## src/rtl/svo_uart_term_rx_pkg.sv

```systemverilog
// Shared types for the UART terminal receiver: FSM state encoding and byte type.
package svo_uart_term_rx_pkg;

  typedef logic [7:0] byte_t;

  typedef enum logic [2:0] {
    ST_IDLE  = 3'd0,
    ST_START = 3'd1,
    ST_DATA  = 3'd2,
    ST_STOP  = 3'd3,
    ST_BREAK = 3'd4
  } uart_state_e;

  // Below this many clocks per bit the mid-bit sampling has no margin.
  localparam int DIV_MIN = 8;

endpackage

```

## src/rtl/svo_uart_term_rx_if.sv

```systemverilog
// AXI-Stream-style byte channel from the UART receiver to the terminal core.
interface svo_uart_term_rx_if;
  import svo_uart_term_rx_pkg::*;

  logic  tvalid;
  logic  tready;
  byte_t tdata;

  modport master (output tvalid, output tdata, input tready);
  modport slave  (input tvalid, input tdata, output tready);

endinterface

```

## src/rtl/svo_sync_fifo.sv

```systemverilog
// Single-clock FIFO, combinational head read; 1-cycle push-to-visible latency.
// A push while full is accepted only if a pop happens in the same cycle.
module svo_sync_fifo #(
  parameter int WIDTH = 8,
  parameter int DEPTH = 16,
  localparam int AW = $clog2(DEPTH),
  localparam int CW = $clog2(DEPTH + 1)
) (
  input  logic             clk,
  input  logic             resetn,
  input  logic             push_i,
  input  logic [WIDTH-1:0] push_dat_i,
  input  logic             pop_i,
  output logic             full_o,
  output logic             empty_o,
  output logic [CW-1:0]    count_o,
  output logic [WIDTH-1:0] head_o
);

  if (DEPTH < 2 || (DEPTH & (DEPTH - 1)) != 0) begin : g_bad_depth
    $error("svo_sync_fifo: DEPTH must be a power of two >= 2");
  end

  logic [WIDTH-1:0] mem_q [DEPTH];
  logic [AW-1:0]    wr_ptr_q, rd_ptr_q;
  logic [CW-1:0]    count_q;
  logic             pop_ok, push_ok;

  assign full_o  = (count_q == CW'(DEPTH));
  assign empty_o = (count_q == '0);
  assign count_o = count_q;
  assign head_o  = empty_o ? '0 : mem_q[rd_ptr_q];

  assign pop_ok  = pop_i && !empty_o;
  assign push_ok = push_i && (!full_o || pop_ok);

  always_ff @(posedge clk) begin
    if (!resetn) begin
      wr_ptr_q <= '0;
      rd_ptr_q <= '0;
      count_q  <= '0;
    end else begin
      if (push_ok) wr_ptr_q <= wr_ptr_q + AW'(1);
      if (pop_ok)  rd_ptr_q <= rd_ptr_q + AW'(1);
      case ({push_ok, pop_ok})
        2'b10:   count_q <= count_q + CW'(1);
        2'b01:   count_q <= count_q - CW'(1);
        default: count_q <= count_q;
      endcase
    end
  end

  // Storage needs no reset: entries are unreachable until written.
  always_ff @(posedge clk) begin
    if (push_ok) mem_q[wr_ptr_q] <= push_dat_i;
  end

endmodule

```

## src/rtl/svo_uart_term_rx.sv

```systemverilog
// 8N1 UART receiver feeding a byte FIFO; byte visible one cycle after its stop-bit sample.
// Consumer stalls via tready; a byte arriving while the FIFO is full is dropped with an overflow pulse.
module svo_uart_term_rx
  import svo_uart_term_rx_pkg::*;
#(
  parameter int CLK_HZ     = 27000000,
  parameter int BAUD       = 115200,
  parameter int FIFO_DEPTH = 16
) (
  input  logic               clk,
  input  logic               resetn,
  input  logic               rx,
  svo_uart_term_rx_if.master out_axis,
  output logic               frame_err,
  output logic               overflow
);

  localparam int DIV = CLK_HZ / BAUD;
  localparam int CW  = (DIV > 1) ? $clog2(DIV) : 1;
  localparam int FCW = $clog2(FIFO_DEPTH + 1);
  localparam logic [CW-1:0] CNT_HALF = CW'(DIV / 2 - 1);
  localparam logic [CW-1:0] CNT_FULL = CW'(DIV - 1);

  if (DIV < DIV_MIN) begin : g_bad_div
    $error("svo_uart_term_rx: CLK_HZ/BAUD must be at least 8");
  end

  logic        sync1_q, rxs_q, rx_prev_q;
  logic [1:0]  warm_q;
  logic        start_det;

  // warm_q blocks start detection until rxs and rx_prev both reflect the real
  // line rather than reset values, so a line held low through reset is ignored.
  always_ff @(posedge clk) begin
    if (!resetn) begin
      sync1_q   <= 1'b1;
      rxs_q     <= 1'b1;
      rx_prev_q <= 1'b1;
      warm_q    <= 2'd0;
    end else begin
      sync1_q   <= rx;
      rxs_q     <= sync1_q;
      rx_prev_q <= rxs_q;
      if (warm_q != 2'd3) warm_q <= warm_q + 2'd1;
    end
  end

  assign start_det = (warm_q == 2'd3) && rx_prev_q && !rxs_q;

  uart_state_e state_q, state_d;
  logic [CW-1:0] cnt_q, cnt_d;
  logic [2:0]    nbit_q, nbit_d;
  byte_t         sh_q, sh_d;
  logic          push_c, ferr_c;

  always_ff @(posedge clk) begin
    if (!resetn) begin
      state_q <= ST_IDLE;
      cnt_q   <= '0;
      nbit_q  <= '0;
      sh_q    <= '0;
    end else begin
      state_q <= state_d;
      cnt_q   <= cnt_d;
      nbit_q  <= nbit_d;
      sh_q    <= sh_d;
    end
  end

  always_comb begin
    state_d = state_q;
    cnt_d   = cnt_q;
    nbit_d  = nbit_q;
    sh_d    = sh_q;
    push_c  = 1'b0;
    ferr_c  = 1'b0;
    case (state_q)
      ST_IDLE: begin
        if (start_det) begin
          state_d = ST_START;
          cnt_d   = CNT_HALF;
        end
      end
      ST_START: begin
        if (cnt_q == '0) begin
          if (!rxs_q) begin
            state_d = ST_DATA;
            cnt_d   = CNT_FULL;
            nbit_d  = 3'd0;
          end else begin
            state_d = ST_IDLE;
          end
        end else begin
          cnt_d = cnt_q - CW'(1);
        end
      end
      ST_DATA: begin
        if (cnt_q == '0) begin
          sh_d  = {rxs_q, sh_q[7:1]};
          cnt_d = CNT_FULL;
          if (nbit_q == 3'd7) state_d = ST_STOP;
          else                nbit_d  = nbit_q + 3'd1;
        end else begin
          cnt_d = cnt_q - CW'(1);
        end
      end
      ST_STOP: begin
        if (cnt_q == '0) begin
          if (rxs_q) begin
            push_c  = 1'b1;
            state_d = ST_IDLE;
          end else begin
            ferr_c  = 1'b1;
            state_d = ST_BREAK;
          end
        end else begin
          cnt_d = cnt_q - CW'(1);
        end
      end
      ST_BREAK: begin
        if (rxs_q) state_d = ST_IDLE;
      end
      default: state_d = ST_IDLE;
    endcase
  end

  logic           push, pop, fifo_full, fifo_empty;
  logic [FCW-1:0] fifo_count;

  assign push = push_c && resetn;
  assign pop  = out_axis.tready && !fifo_empty;

  svo_sync_fifo #(
    .WIDTH (8),
    .DEPTH (FIFO_DEPTH)
  ) u_fifo (
    .clk        (clk),
    .resetn     (resetn),
    .push_i     (push),
    .push_dat_i (sh_q),
    .pop_i      (pop),
    .full_o     (fifo_full),
    .empty_o    (fifo_empty),
    .count_o    (fifo_count),
    .head_o     (out_axis.tdata)
  );

  assign out_axis.tvalid = (fifo_count != '0);
  assign frame_err       = ferr_c && resetn;
  assign overflow        = push && fifo_full && !pop;

endmodule

```

## src/flat_wrapper.sv

```systemverilog
// flat-port wrapper written by rule: the top's interface ports become plain ports
module svo_uart_term_rx_flat import svo_uart_term_rx_pkg::*;
#(
  parameter int CLK_HZ     = 27000000,
  parameter int BAUD       = 115200,
  parameter int FIFO_DEPTH = 16
)
  (clk, resetn, rx, frame_err, overflow, out_axis_tvalid, out_axis_tdata, out_axis_tready);
  svo_uart_term_rx_if out_axis_i ();
  input  logic clk;
  input  logic resetn;
  input  logic rx;
  output logic frame_err;
  output logic overflow;
  output wire logic [$bits(out_axis_i.tvalid)-1:0] out_axis_tvalid;
  output wire logic [$bits(out_axis_i.tdata)-1:0] out_axis_tdata;
  input wire logic [$bits(out_axis_i.tready)-1:0] out_axis_tready;
  assign out_axis_tvalid = out_axis_i.tvalid;
  assign out_axis_tdata = out_axis_i.tdata;
  assign out_axis_i.tready = out_axis_tready;
  svo_uart_term_rx #(.CLK_HZ(CLK_HZ), .BAUD(BAUD), .FIFO_DEPTH(FIFO_DEPTH)) u_core (.clk(clk), .resetn(resetn), .rx(rx), .out_axis(out_axis_i), .frame_err(frame_err), .overflow(overflow));
endmodule
```

## config.mk

```make
export PLATFORM = sky130hd
export DESIGN_NAME = svo_uart_term_rx_flat
export DESIGN_NICKNAME = d
export VERILOG_FILES = /design/src/rtl/svo_uart_term_rx_pkg.sv /design/src/rtl/svo_uart_term_rx_if.sv /design/src/rtl/svo_sync_fifo.sv /design/src/rtl/svo_uart_term_rx.sv /design/src/flat_wrapper.sv
export SDC_FILE = /design/constraint.sdc
export NUM_CORES = 1
export LEC_CHECK = 0
export CAP_MARGIN = 25
export CELL_PAD_IN_SITES_DETAIL_PLACEMENT = 2
export CELL_PAD_IN_SITES_GLOBAL_PLACEMENT = 2
export CORE_ASPECT_RATIO = 0.8
export CORE_MARGIN = 2
export CORE_UTILIZATION = 46
export DETAILED_ROUTE_END_ITERATION = 10
export PLACE_DENSITY = 0.9
export SYNTH_ARGS = -nofsm -noshare
export SYNTH_HDL_FRONTEND = slang
export SYNTH_SLANG_ARGS = --single-unit
```

## constraint.sdc

```tcl
create_clock -name clk -period 3.8 [get_ports clk]
set_clock_uncertainty 0.2 [all_clocks]
set_input_delay 0.57 -clock clk [delete_from_list [all_inputs] [get_ports clk]]
set_output_delay 0.57 -clock clk [all_outputs]
set_load 0.05 [all_outputs]
```

# == Word level (Yosys, flattened, before mapping) ==
# Memories as Yosys holds them, arrays and structs flattened. A register that Yosys moved wholly into a read port is not among the register bits.
# Index checks and enable logic that the tools add are counted.
# op_classes
n_addsub,7
eq_ne,20
n_mux,32
reduce_logical,25
# op_table
operator,n
8-bit 2-to-1 mux,6
3-bit 2-to-1 mux,11
8-bit one-hot mux with 4 select lines,1
3-bit one-hot mux with 5 select lines,1
"2-bit by 1-bit inequality test with 1-bit output, second input constant",6
5-bit one-hot mux with 2 select lines,1
1-bit logical AND,9
"4-bit by 1-bit adder with 4-bit output, second input constant",2
8-bit logical NOT,1
1-bit 2-to-1 mux,8
4-bit 2-to-1 mux,2
"2-bit inequality test, second input constant",4
"8-bit by 1-bit subtractor with 8-bit output, second input constant",1
"3-bit by 2-bit == test with 1-bit output, second input constant",2
"3-bit == test, second input constant",2
3-bit one-hot mux with 2 select lines,1
6-bit AND reduction,1
"5-bit by 1-bit adder with 5-bit output, second input constant",1
"5-bit == test, second input constant",1
5-bit logical NOT,1
5-bit AND reduction,1
5-bit nonzero test,1
"5-bit by 1-bit subtractor with 5-bit output, second input constant",1
"2-bit == test, second input constant",2
other kinds (13),17
# totals
register_bits,40
mem_bits_rw,128
input_bits,4
output_inout_bits,11
wordCells,96
n_memories,1
# mem_list
memory,words,word_bits,read_ports,rd_ports_with_merged_regs,write_ports,line_no,text
u_core.u_fifo.mem_q,16,8,1,1,1,svo_sync_fifo.sv:24,logic [WIDTH-1:0] mem_q [DEPTH];

# == Longest topological paths before layout ==
# Gate-level depths: netlist (run 1).
# depth
depth_word,8
depth_mapped,11
mapped_depth_nobuf,10

# == Modules after synthesis ==
# Synthesis (run 1) repeated with hierarchy kept, for this count alone.
# hier_totals
hier_cells,497
hier_area_um2,7442.1
# modules_own_cells
module,n_inst,cells_per_inst,area_per_inst_um2,seq_area_each_um2
svo_sync_fifo,1,330,5995.8,4184.0
svo_uart_term_rx,1,167,1446.4,540.5

# == Worst setup path before layout (run 1) ==
# Ideal clock, no wire load.
# synth_path
path_kind,register to register
from,register u_core.cnt_q[0]
to,memory u_core.u_fifo.mem_q[1][0] (enable)
setup_ns,0.395
arrival_ns,2.666
required_ns,3.205
setup_slack_ns,0.539
stages_incl_launch_ff,8
path_buffers,1
period_less_slack_ns,3.261
path_cell_list,dfxtp_1 > inv_1 > ha_1 > or3b_2 > clkbuf_1 > nor4_4 > nand2_2 > nor4_1
# synth_between
elab_chain_cells,7
# synth_rtl
element,line_no,text
from (decl),svo_uart_term_rx.sv:51,"logic [CW-1:0] cnt_q, cnt_d;"
from (signal assigned),svo_uart_term_rx.sv:64,cnt_q <= cnt_d;
8-bit logical NOT,svo_uart_term_rx.sv:108,if (cnt_q == '0) begin
1-bit 2-to-1 mux,svo_uart_term_rx.sv:108,
1-bit 2-to-1 mux,svo_uart_term_rx.sv:77,case (state_q)
1-bit logical AND,svo_uart_term_rx.sv:130,assign push = push_c && resetn;
1-bit logical AND,svo_sync_fifo.sv:35,assign push_ok = push_i && (!full_o || pop_ok);
1-bit 2-to-1 mux,svo_sync_fifo.sv:55,if (push_ok) mem_q[wr_ptr_q] <= push_dat_i;
1-bit 2-to-1 mux (implied by the code),svo_sync_fifo.sv:55,
to (decl),svo_sync_fifo.sv:24,
# No other way between the ends.

# == Worst setup path in the final report (run 1) ==
# layout_path
from,register u_core.cnt_q[2]
to,output frame_err
# layout_between
elab_chain_cells,4
# layout_rtl
element,line_no,text
8-bit logical NOT,svo_uart_term_rx.sv:108,
1-bit 2-to-1 mux,svo_uart_term_rx.sv:108,
1-bit 2-to-1 mux,svo_uart_term_rx.sv:77,
1-bit logical AND,svo_uart_term_rx.sv:149,assign frame_err = ferr_c && resetn;
to (decl),flat_wrapper.sv:13,output logic frame_err;
# No other way between the ends.

==> results by stage, run 1 <==
Outcome:
- The run finished with clean final reports.

Synthesis:
- After synthesis the netlist holds a flip-flop and latch count of 172.
- The total number of yosys warnings is 0.
- After synthesis, the cell types taking the most area are sky130_fd_sc_hd__edfxtp_1 (53%), sky130_fd_sc_hd__mux4_2 (13%), sky130_fd_sc_hd__dfxtp_1 (12%), sky130_fd_sc_hd__ha_1 (2.1%), sky130_fd_sc_hd__mux2i_1 (1.9%).
- The cell with the most instances after synthesis is sky130_fd_sc_hd__edfxtp_1.
- Dividing the synthesized area by the synthesized cell count gives 15.6 µm².
- The post-synthesis cell type count is 57.
- The portion of the post-synthesis area used by sequential elements is 65.7%.
- After synthesis, the most frequently instantiated cells are sky130_fd_sc_hd__edfxtp_1 (128), sky130_fd_sc_hd__dfxtp_1 (44), sky130_fd_sc_hd__mux4_2 (40).
- Synthesis handed over a netlist of 461 instances.
- The synthesized design spends more area on one cell type than any other, namely sky130_fd_sc_hd__edfxtp_1.
- In the synthesized netlist the async set-or-reset flop fraction comes to 0%.
- The most instantiated flip-flop cell in the synthesis netlist is sky130_fd_sc_hd__edfxtp_1.
- The number of nets in the synthesized netlist is 477.
- The synthesized area is 7190 µm².
- The number of enable-type register cells in the synthesized netlist is 128.
- In this run the biggest area consumer among cell types represents 53.4% of the synthesized area.

Worst setup path:
- The critical path is of the reg -> out type.
- The highest net fanout along the worst path is 7.
- In this run the register-to-register setup slack is 330 ps.
- In this run the critical register-to-register path is launched from u_core.cnt_q[0].
- The kind of capture point of the worst setup path is an output port.
- At the worst endpoint, the arrival time is 2930 ps.
- STA classifies the critical path startpoint as a flop.
- The depth of the most critical reg-to-reg path is 10.
- The terminus of the critical flop-to-flop path is u_core.u_fifo.count_o[4].
- Data on the critical path is required at its endpoint by 3030 ps.
- The launch point of the worst path is u_core.cnt_q[2].

Global routing:
- The number of antenna violations at the first check in global routing is 0.
- In the global route stage, met3 resource usage came out at 5.33%.
- The first global-routing pass estimated 33100 µm of wire.
- The via count of the first global-routing pass is 4811.
- After global routing, the most crowded layer is met2.
- Entering global routing, the biggest net connects 33 pins.
- Global routing consumed, on the met2 layer, 49.6% of the routing resources.
- Global routing consumed, on the met1 layer, 36.4% of the routing resources.
- The remaining global-route overflow is 0.
- Across every metal layer, demand over resource in global routing totals 28.8%.

Timing:
- The remaining max-slew budget at the tightest pin is 42.7%.
- The final-layout setup total negative slack is 0 ps.
- The number of pins with negative max-slew slack in the final report was 0.
- Dividing the final minimum period by the clock period gives 97.5%.
- The number of endpoints with negative hold slack in the final report was 0.
- Derived from the worst setup path, the maximum achievable clock frequency is 270 MHz.
- Setup violations remaining at the end of the flow were counted as 0.
- The shortest period the worst path allows is 3700 ps.
- Setup repair after global routing left no endpoint under its margin.
- At the pin with the least slew margin, the transition time is 858 ps.

Clocking:
- The clock tree synthesis step divided the H-tree into 4 levels.
- In this run, post-CTS repair resized a total of 0 instances.
- The clock root buffer master is sky130_fd_sc_hd__clkbuf_16.
- Post-CTS timing repair inserted 0 buffers for setup.
- The clock passes through at most 2 buffers.
- The tree built by TritonCTS fans out to 172 sinks.
- The number of clock buffers added by TritonCTS is 17.
- The number of hold buffers added after CTS is 0.
- Clock latency on the worst-skew pair, taken at its later pin, is 440 ps.
- The clock transition time at the flip-flop clock pins of the worst setup and hold paths is 60 ps.
- TritonCTS built the clock tree.

Die:
- The core area is 15200 µm².
- The floorplan step defined a die boundary enclosing 16700 µm².
- The initialized floorplan defines 40 standard-cell rows.
- The starting density of the core is 47.4%.
- Pin placement for this block handled 15 I/O pins.
- The width of the die is 144 µm.
- The die extent in y is 116 µm.

Finish:
- Compared with the post-synthesis result, the final layout area differs by 14.8%.
- The final standard cell count with taps included and fillers excluded is 709.
- The post-route netlist has 22.6% of its cells at a drive strength greater than 1.
- In the final design database the tool counted 502 nets.
- The layout has 1323 filler cells.
- The multi-input gate area in the final layout is 2350 µm².
- The register area is 4730 µm².
- The number of antenna repair diodes is 0.

Placement:
- The post-DP HPWL is 13500 µm.
- The instance count after placement with tap cells included is 676.
- The routability congestion estimate from global placement is 0.852.
- The count of buffers from port buffering is 14.

Drt:
- The total DRC errors in the routed layout is 0.
- The wire length after detailed routing is 22200 µm.
- The final antenna-violating net count is 0.
- The via total after detailed routing is 4351.
- The per-cell via count in the routed design is 6.14.
- In the final routed layout, each cell accounts on average for 31.3 µm.
- The detailed router finished its first iteration with 360 violations.
- The first detailed-routing pass ran for 5 iterations.

Pwr:
- The total power per unit cell area is 653 nW/µm².
- Across the VDD grid, the largest voltage drop is 359 µV.
- The analysis attributes to cell leakage a power of 2.72 nW.

Worst hold path:
- The startpoint identified for the worst hold timing path is u_core.sync1_q.
- The worst hold endpoint is u_core.rxs_q.
- In this run the worst hold path is classified as reg -> reg.
- The number of instances on the worst hold path is 1.

Job:
- The max-cap violation count is 0.
[per-stage QoR]
step / power (mW) / setup slack, ps / util, % / hold slack (ps) / cell area (µm²)
after global routing: 5.57 / 6.58 / 54.5 / 260 / 8260
after detailed placement: 3.56 / 342 / 50.4 / 201 / 7650
after CTS: 5.42 / 46.9 / 54.4 / 219 / 8250
after global placement: 3.47 / 560 / 50.4 / 200 / 7650
final: 5.40 / 95.4 / 54.5 / 216 / 8260
after floorplan: 3.16 / 539 / - / 186 / 7190
[critical path, stage by stage, from the launching register on]
cell and delay, ps:
sky130_fd_sc_hd__dfxtp_1 380, sky130_fd_sc_hd__nor4_1 710, sky130_fd_sc_hd__nand2_1 250, sky130_fd_sc_hd__nor3_1 300, sky130_fd_sc_hd__clkdlybuf4s50_1 850
[registers in the layout (all words and copies together) (netlist names), 2 cells and up, named ones only]
register                count
u_core.sh_q                 8
u_core.u_fifo.wr_ptr_q      4
u_core.nbit_q               3
u_core.u_fifo.rd_ptr_q      4
u_core.state_q              3
u_core.u_fifo.count_o       5
u_core.warm_q               2
u_core.cnt_q                8
u_core.u_fifo.mem_q       128
[cells in the final DEF (no fill, tap or decap), types with 5 or more instances in the layout]
cell	instances
sky130_fd_sc_hd__edfxtp_1	128
sky130_fd_sc_hd__dfxtp_1	43
sky130_fd_sc_hd__mux4_2	40
sky130_fd_sc_hd__nor2_1	35
sky130_fd_sc_hd__buf_4	24
sky130_fd_sc_hd__and2_1	17
sky130_fd_sc_hd__a21oi_1	17
sky130_fd_sc_hd__clkbuf_16	17
sky130_fd_sc_hd__nand2_1	16
sky130_fd_sc_hd__mux2i_1	14
sky130_fd_sc_hd__ha_1	12
sky130_fd_sc_hd__inv_1	11
sky130_fd_sc_hd__nor3_1	9
sky130_fd_sc_hd__nand2b_1	8
sky130_fd_sc_hd__nand3_1	7
sky130_fd_sc_hd__nor4_2	5
sky130_fd_sc_hd__o21ai_0	5
sky130_fd_sc_hd__clkinvlp_4	5
sky130_fd_sc_hd__clkdlybuf4s50_1	5
[power breakdown]
group | switching (mW) | internal [mW]
clock network | 0.779 | 1.04
logic | 0.881 | 0.544
registers | 0.0950 | 2.06
total | 1.76 | 3.64
[area by class of cell]
class	count	area share (%)
tap	210	3.18
sequential	172	57.2
timing repair buffer	31	3.27
clock inverter	13	2.05
multi-input combinational	252	28.5
inverter	12	0.576
clock buffer	19	5.24
[per-layer routing]
metal / part of all wire [%] / vias up
met4: 2.8 / 0
met3: 4.1 / 43
li1: - / 1843
met5: 0 / -
met2: 52 / 158
met1: 42 / 2307
[cells by family after synthesis]
logic type	share of synthesized area, %
flops	65.7
simple gates	9.58
mux	14.5
compound gates	5.13
buf+inv	2.09
fa+ha+maj	2.09
xor+xnor	0.974
[how the worst max path moves through the flow]
stage                                            to  depth (start not counted)
after floorplan           u_core.u_fifo.mem_q[1][0]                          7
after global placement     u_core.u_fifo.count_o[4]                         10
after detailed placement   u_core.u_fifo.count_o[4]                         10
after CTS                                 frame_err                          4
after global routing                      frame_err                          4
final                                     frame_err                          4
No activity file was read; power rests on OpenSTA's default activity.
==> run 2: changes to the inputs <==
--- a/config.mk
+++ b/config.mk
@@ -9,7 +9,7 @@
 export CELL_PAD_IN_SITES_DETAIL_PLACEMENT = 2
 export CELL_PAD_IN_SITES_GLOBAL_PLACEMENT = 2
 export CORE_ASPECT_RATIO = 0.8
-export CORE_MARGIN = 2
+export CORE_MARGIN = 3
 export CORE_UTILIZATION = 46
 export DETAILED_ROUTE_END_ITERATION = 10
 export PLACE_DENSITY = 0.9
==> results by stage, run 2 (synthesized netlist as in run 1, its figures left out) <==
Pwr:
- The peak supply drop is 420 µV (was 359 µV).
- The total power per unit cell area is 644 nW/µm² (was 653 nW/µm²).
- The share of power burned in registers is 40.9% (was 39.9%).
- The clock share of power is 32.9% (was 33.7%).
- The net switching fraction of the power came to 32.6% (was 32.5%).
- The combinational share of power was 26.1% (was 26.4%).
- The power spent charging and discharging nets came to 1.72 mW (was 1.76 mW).
- The reported leakage power is 2.70 nW (was 2.72 nW).
- The design internal power is 3.56 mW (was 3.64 mW).

Clocking:
- The number of H-tree levels is 4 (unchanged).
- The number of clock sinks is 172 (unchanged).
- The worst-case clock buffer depth was 2 (unchanged).
- The total of cells resized after clock tree synthesis is 0 (unchanged).
- The number of hold buffers added after CTS is 0 (unchanged).
- The number of buffers inserted by post-CTS setup repair is 0 (unchanged).
- The clock insertion delay at the later pin of the skew report came to 450 ps (was 440 ps).
- The TritonCTS buffer count is 17 (unchanged).
- The CTS tree is yes (unchanged).
- The clock root buffer master is sky130_fd_sc_hd__clkbuf_16 (unchanged).
- The clock transition time at the flip-flop clock pins of the worst setup and hold paths is 70 ps (was 60 ps).

Finish:
- The share of final-layout standard cells stronger than drive strength 1 came to 21.8% (was 22.6%).
- The growth of design area from synthesis to finish came to 14.1% (was 14.8%).
- Highest-count cells in the layout ignoring fill and taps: sky130_fd_sc_hd__edfxtp_1 (128), sky130_fd_sc_hd__dfxtp_1 (43), sky130_fd_sc_hd__mux4_2 (40) (unchanged).
- The number of flip-flops in the largest register is 128 (unchanged).
- The register ranked first by flip-flop count was u_core.u_fifo.mem_q (unchanged).
- Largest regs: u_core.u_fifo.mem_q x128, u_core.cnt_q x8, u_core.sh_q x8 (unchanged).
- The leading cell type in the layout, fill and taps excluded is sky130_fd_sc_hd__edfxtp_1 (unchanged).
- The number of antenna repair diodes is 0 (unchanged).
- The net count of the finished layout is 502 (unchanged).

Worst setup path:
- The category of the worst setup path launch point is a flop (unchanged).
- The highest net fanout along the worst path came to 8 (was 7).
- Cells along the critical path: inv_1 -> ha_1 -> or3b_2 -> or4_4 -> nor2_1 -> buf_12 (was nor4_1 -> nand2_1 -> nor3_1 -> clkdlybuf4s50_1).
- The data arrival at the endpoint of the critical path is 2880 ps (was 2930 ps).
- The cell with the largest stage delay on the worst path is sky130_fd_sc_hd__or3b_2 (was sky130_fd_sc_hd__clkdlybuf4s50_1).
- The worst setup path category is reg -> out (unchanged).
- The required arrival time at the worst endpoint was 3030 ps (about the same).
- The stage delay of the slowest cell on the critical path is 610 ps (was 850 ps).
- The kind of capture point of the worst setup path is an output port (unchanged).

Drt:
- The routed length on met3 is 829 µm (was 910 µm).
- The average detailed-routed wire length per instance is 28.8 µm (was 31.3 µm).
- The final antenna-violating net count is 0 (unchanged).
- The total routed wire length on the met1 layer was 8530 µm (was 9240 µm).
- The per-cell via count in the routed design was 5.92 (was 6.14).
- The via total after detailed routing is 4199 (was 4351).
- The routed length on met2 is 10500 µm (was 11400 µm).
- The number of detailed-route iterations in the first pass was 4 (was 5).
- The number of DRC markers after the initial detailed-route iteration was 380 (was 360).
- The total DRC errors in the routed layout is 0 (unchanged).
- The wire length after detailed routing was 20400 µm (was 22200 µm).
- The top layer reached by signal wires is met4 (unchanged).

Global routing:
- The global-route total usage across every layer is 25.5% (was 28.8%).
- The via count of the first global-routing pass is 4691 (was 4811).
- The remaining global-route overflow came to 0 (unchanged).
- The number of antenna violations at the first check in global routing is 0 (unchanged).
- The maximum number of pins on one net before global-route repair is 33 (unchanged).
- The global-route wire length before repair came to 31700 µm (was 33100 µm).

Timing:
- The worst-case hold slack was 236 ps (was 216 ps).
- The final cycle utilization of the critical path is 95.9% (was 97.5%).
- The remaining max-slew budget at the tightest pin is 48.2% (was 42.7%).
- Setup repair after global routing missed its margin: false (unchanged).
- The number of pins with negative max-slew slack in the final report was 0 (unchanged).
- The shortest period the worst path allows came to 3650 ps (was 3700 ps).
- The maximum clock rate is 274 MHz (was 270 MHz).
- The final setup violation count came to 0 (unchanged).
- The number of endpoints with negative hold slack in the final report is 0 (unchanged).
- The final-layout setup total negative slack is 0 ps (unchanged).
- The measured slew at the worst slew-check pin came to 777 ps (was 858 ps).

Die:
- The boundary pin count is 15 (unchanged).
- The die extent in y is 118 µm (was 116 µm).
- The width of the die is 146 µm (was 144 µm).
- The area of the die is 17200 µm² (was 16700 µm²).
- The core area is 15200 µm² (unchanged).
- The site row count came to 40 (unchanged).
- The starting density of the core is 47.4% (unchanged).

Placement:
- The post-DP HPWL is 13400 µm (was 13500 µm).
- The routability congestion estimate from global placement is 0.851 (was 0.852).
- The count of buffers from port buffering is 14 (unchanged).

Worst hold path:
- The worst hold-check path type was reg -> reg (unchanged).

Job:
- The max-cap violation count is 0 (unchanged).

Outcome:
- Outcome: completed (unchanged).
[run 2: layout make-up]
type,instances,area (µm²)
Timing Repair Buffer,31,270
Sequential cell,172,4730
Clock buffer,19,433
Tap cell,210,263
Clock inverter,13,140
Multi-Input combinational cell,252,2330
Inverter,12,47.5
Fill cell,1349,6960
[run 2: path summary, 6_finish.rpt]
path	from	slack, ps	cells past startpoint	to
max	u_core.cnt_q[0]	150	6	overflow
max reg2reg	u_core.cnt_q[0]	240	10	u_core.u_fifo.count_o[4]
min reg2reg	u_core.sync1_q	240	1	u_core.rxs_q
min	u_core.sync1_q	240	1	u_core.rxs_q
[run 2: worst max-delay path: cells and delay by family, from the launching register on]
kind | cells | cell delay, ps
simple gates | 3 | 1510
flops | 1 | 390
buf+inv | 2 | 310
fa+ha+maj | 1 | 220
[run 2: power groups by stage]
stage	logic [mW]	registers, mW	clock network, mW
floorplan	1.02	2.14	0
global placement	1.28	2.19	0
detailed placement	1.35	2.20	0
CTS	1.39	2.16	1.77
global route	1.48	2.17	1.86
finish	1.38	2.16	1.74
[run 2: metal layers]
layer,GRT usage [%],vias up
met4,10.0,0
met5,0,-
met2,42.7,112
met3,5.58,33
li1,-,1837
met1,32.6,2217
[run 2: per-stage QoR]
| step | utilization (%) | std cells | worst slack (ps) | power [mW] | cell area [µm²] |
|---|---|---|---|---|---|
| 6_report | 54.1 | 709 | 154 | 5.29 | 8210 |
| 5_1_grt | 54.1 | 709 | 51.3 | 5.51 | 8210 |
| 4_1_cts | 54.1 | 708 | 127 | 5.32 | 8200 |
| 3_5_place_dp | 50.3 | 676 | 383 | 3.55 | 7620 |
| 3_3_place_gp | 50.3 | 676 | 554 | 3.47 | 7620 |
| 2_1_floorplan | - | 461 | 539 | 3.16 | 7190 |
==> run 3: changes to the inputs <==
--- a/config.mk
+++ b/config.mk
@@ -5,6 +5,7 @@
 export SDC_FILE = /design/constraint.sdc
 export NUM_CORES = 1
 export LEC_CHECK = 0
+export ABC_CLOCK_PERIOD_IN_PS = 3800
 export CAP_MARGIN = 25
 export CELL_PAD_IN_SITES_DETAIL_PLACEMENT = 2
 export CELL_PAD_IN_SITES_GLOBAL_PLACEMENT = 2
@@ -12,7 +13,7 @@
 export CORE_MARGIN = 3
 export CORE_UTILIZATION = 46
 export DETAILED_ROUTE_END_ITERATION = 10
-export PLACE_DENSITY = 0.9
+export PLACE_DENSITY_LB_ADDON = 0.05
 export SYNTH_ARGS = -nofsm -noshare
 export SYNTH_HDL_FRONTEND = slang
 export SYNTH_SLANG_ARGS = --single-unit
==> results by stage, run 3 (synthesized netlist as in run 1, its figures left out) <==
Global routing:
- The global-route wire length before repair was 30200 µm (was 31700 µm).
- The remaining global-route overflow is 0 (unchanged).
- The global-route total usage across every layer was 23.9% (was 25.5%).
- The maximum number of pins on one net before global-route repair is 33 (unchanged).
- The number of antenna violations at the first check in global routing is 0 (unchanged).
- The via count of the first global-routing pass is 4735 (was 4691).

Worst setup path:
- Cells along the critical path: inv_1 -> ha_1 -> or3b_2 -> or4_4 -> nor2_1 -> buf_12 (unchanged).
- The stage delay of the slowest cell on the critical path came to 610 ps (about the same).
- The required arrival time at the worst endpoint is 3030 ps (about the same).
- The worst reg2reg path startpoint is u_core.cnt_q[0] (unchanged).
- The top cell family by delay on the critical path is simple AND/OR/NAND/NOR gates (unchanged).
- The launch point of the worst path is u_core.cnt_q[0] (unchanged).
- The category of the worst setup path launch point is a flop (unchanged).
- The worst setup path category was reg -> out (unchanged).
- The setup slack of the worst register-to-register path is 350 ps (was 240 ps).
- The highest net fanout along the worst path came to 8 (unchanged).
- The kind of capture point of the worst setup path is an output port (unchanged).
- The data arrival at the endpoint of the critical path is 2720 ps (was 2880 ps).
- The cell with the largest stage delay on the worst path is sky130_fd_sc_hd__or4_4 (was sky130_fd_sc_hd__or3b_2).
- The sum of buffers and inverters on the critical path is 2 (unchanged).

Timing:
- The final cycle utilization of the critical path came to 91.9% (was 95.9%).
- Setup repair after global routing missed its margin: false (unchanged).
- The number of endpoints with negative hold slack in the final report is 0 (unchanged).
- The maximum clock rate is 286 MHz (was 274 MHz).
- The final setup slack of the worst path is 307 ps (was 154 ps).
- The measured slew at the worst slew-check pin is 739 ps (was 777 ps).
- The final-layout setup total negative slack is 0 ps (unchanged).
- The number of pins with negative max-slew slack in the final report is 0 (unchanged).
- The remaining max-slew budget at the tightest pin was 50.7% (was 48.2%).
- The final setup violation count came to 0 (unchanged).
- The shortest period the worst path allows was 3490 ps (was 3650 ps).

Clocking:
- The number of hold buffers added after CTS is 0 (unchanged).
- The number of buffers inserted by post-CTS setup repair is 0 (unchanged).
- The worst-case clock buffer depth is 2 (unchanged).
- The number of H-tree levels is 4 (unchanged).
- The CTS tree is yes (unchanged).
- The clock insertion delay at the later pin of the skew report is 430 ps (was 450 ps).
- The clock root buffer master was sky130_fd_sc_hd__clkbuf_16 (unchanged).
- The total of cells resized after clock tree synthesis came to 0 (unchanged).
- The TritonCTS buffer count is 17 (unchanged).
- The number of clock sinks is 172 (unchanged).
- The clock transition time at the flip-flop clock pins of the worst setup and hold paths is 70 ps (about the same).

Die:
- The boundary pin count is 15 (unchanged).
- The core area is 15200 µm² (unchanged).
- The die extent in y is 118 µm (unchanged).
- The starting density of the core is 47.4% (unchanged).
- The site row count was 40 (unchanged).
- The width of the die came to 146 µm (unchanged).
- The area of the die was 17200 µm² (unchanged).

Pwr:
- The share of power burned in registers was 39.1% (was 40.9%).
- The total power consumption of the routed design is 5.48 mW (was 5.29 mW).
- The clock share of power is 35.2% (was 32.9%).
- The design internal power is 3.78 mW (was 3.56 mW).
- The peak supply drop is 535 µV (was 420 µV).
- The net switching fraction of the power is 30.9% (was 32.6%).
- The combinational share of power is 25.6% (was 26.1%).
- The reported leakage power came to 2.76 nW (was 2.70 nW).
- The power spent charging and discharging nets is 1.69 mW (was 1.72 mW).
- The total power per unit cell area came to 657 nW/µm² (was 644 nW/µm²).

Finish:
- The share of final-layout standard cells stronger than drive strength 1 was 23.7% (was 21.8%).
- The register ranked first by flip-flop count is u_core.u_fifo.mem_q (unchanged).
- The net count of the finished layout is 506 (was 502).
- The final standard cell count with taps included and fillers excluded is 713 (was 709).
- The leading cell type in the layout, fill and taps excluded is sky130_fd_sc_hd__edfxtp_1 (unchanged).
- Largest regs: u_core.u_fifo.mem_q x128, u_core.cnt_q x8, u_core.sh_q x8 (unchanged).
- The number of flip-flops in the largest register came to 128 (unchanged).
- The growth of design area from synthesis to finish is 15.8% (was 14.1%).
- The number of filler instances in the final layout came to 1347 (was 1349).
- The number of antenna repair diodes was 0 (unchanged).
- Highest-count cells in the layout ignoring fill and taps: sky130_fd_sc_hd__edfxtp_1 (128), sky130_fd_sc_hd__dfxtp_1 (43), sky130_fd_sc_hd__mux4_2 (40) (unchanged).
- The multi-input gate area in the final layout is 2350 µm² (was 2330 µm²).
- The register area was 4730 µm² (unchanged).

Placement:
- The pre-CTS setup slack is 416 ps (was 383 ps).
- The routability congestion estimate from global placement came to 0.776 (was 0.851).
- The count of buffers from port buffering came to 14 (unchanged).
- The post-DP HPWL is 12000 µm (was 13400 µm).
- The instance count after placement with tap cells included was 681 (was 676).

Drt:
- The total DRC errors in the routed layout is 0 (unchanged).
- The average detailed-routed wire length per instance is 27.1 µm (was 28.8 µm).
- The final antenna-violating net count is 0 (unchanged).
- The via total after detailed routing came to 4238 (was 4199).
- The number of detailed-route iterations in the first pass came to 4 (unchanged).
- The number of DRC markers after the initial detailed-route iteration is 366 (was 380).
- The wire length after detailed routing is 19300 µm (was 20400 µm).
- The per-cell via count in the routed design is 5.94 (was 5.92).

Job:
- The max-cap violation count is 0 (unchanged).

Outcome:
- Outcome: completed (unchanged).

Worst hold path:
- The worst hold-check path type is reg -> reg (unchanged).
- The startpoint of the most critical hold path is u_core.sync1_q (unchanged).
[run 3: worst register-to-register path, cell delays in order, from the launching register on]
cell and delay (ps):
sky130_fd_sc_hd__dfxtp_1 380, sky130_fd_sc_hd__inv_1 120, sky130_fd_sc_hd__ha_1 200, sky130_fd_sc_hd__or3b_2 600, sky130_fd_sc_hd__or4_4 610, sky130_fd_sc_hd__nand3_4 180
sky130_fd_sc_hd__xnor2_1 90, sky130_fd_sc_hd__ha_1 240, sky130_fd_sc_hd__o31a_1 240, sky130_fd_sc_hd__o32ai_1 300, sky130_fd_sc_hd__mux2i_1 220
[run 3: power groups by stage]
stage / registers (mW) / clock network (mW) / logic, mW
2_1_floorplan: 2.14 / 0 / 1.02
3_3_place_gp: 2.17 / 0 / 1.35
3_5_place_dp: 2.18 / 0 / 1.40
4_1_cts: 2.14 / 1.96 / 1.43
5_1_grt: 2.15 / 2.03 / 1.52
6_report: 2.14 / 1.93 / 1.40
[run 3: layout make-up]
cell class | instances | share of cell area [%]
Timing Repair Buffer | 35 | 3.60
Sequential cell | 172 | 56.7
Inverter | 12 | 0.571
Tap cell | 210 | 3.15
Clock buffer | 18 | 5.15
Multi-Input combinational cell | 252 | 28.2
Clock inverter | 14 | 2.60
[run 3: final timing paths]
| kind | endpoint | cells past startpoint |
|---|---|---|
| hold / removal | u_core.rxs_q | 1 |
| setup reg to reg | u_core.u_fifo.count_o[4] | 10 |
| setup / recovery | overflow | 6 |
| hold reg to reg | u_core.rxs_q | 1 |
[run 3: layer usage]
| layer | global-route usage, % | share of wire, % | vias to the layer above |
|---|---|---|---|
| met4 | 6.58 | 1.9 | 0 |
| li1 | - | - | 1844 |
| met3 | 5.08 | 4.3 | 31 |
| met5 | 0 | 0 | - |
| met2 | 40.0 | 51 | 101 |
| met1 | 31.9 | 43 | 2262 |
[run 3: metrics by stage]
step / util, % / hold slack [ps] / cell area, µm²
after floorplan: - / 186 / 7190
after CTS: 55.0 / 215 / 8330
final: 55.0 / 209 / 8330
after global routing: 55.0 / 261 / 8330
after detailed placement: 50.7 / 200 / 7690
after global placement: 50.7 / 193 / 7690
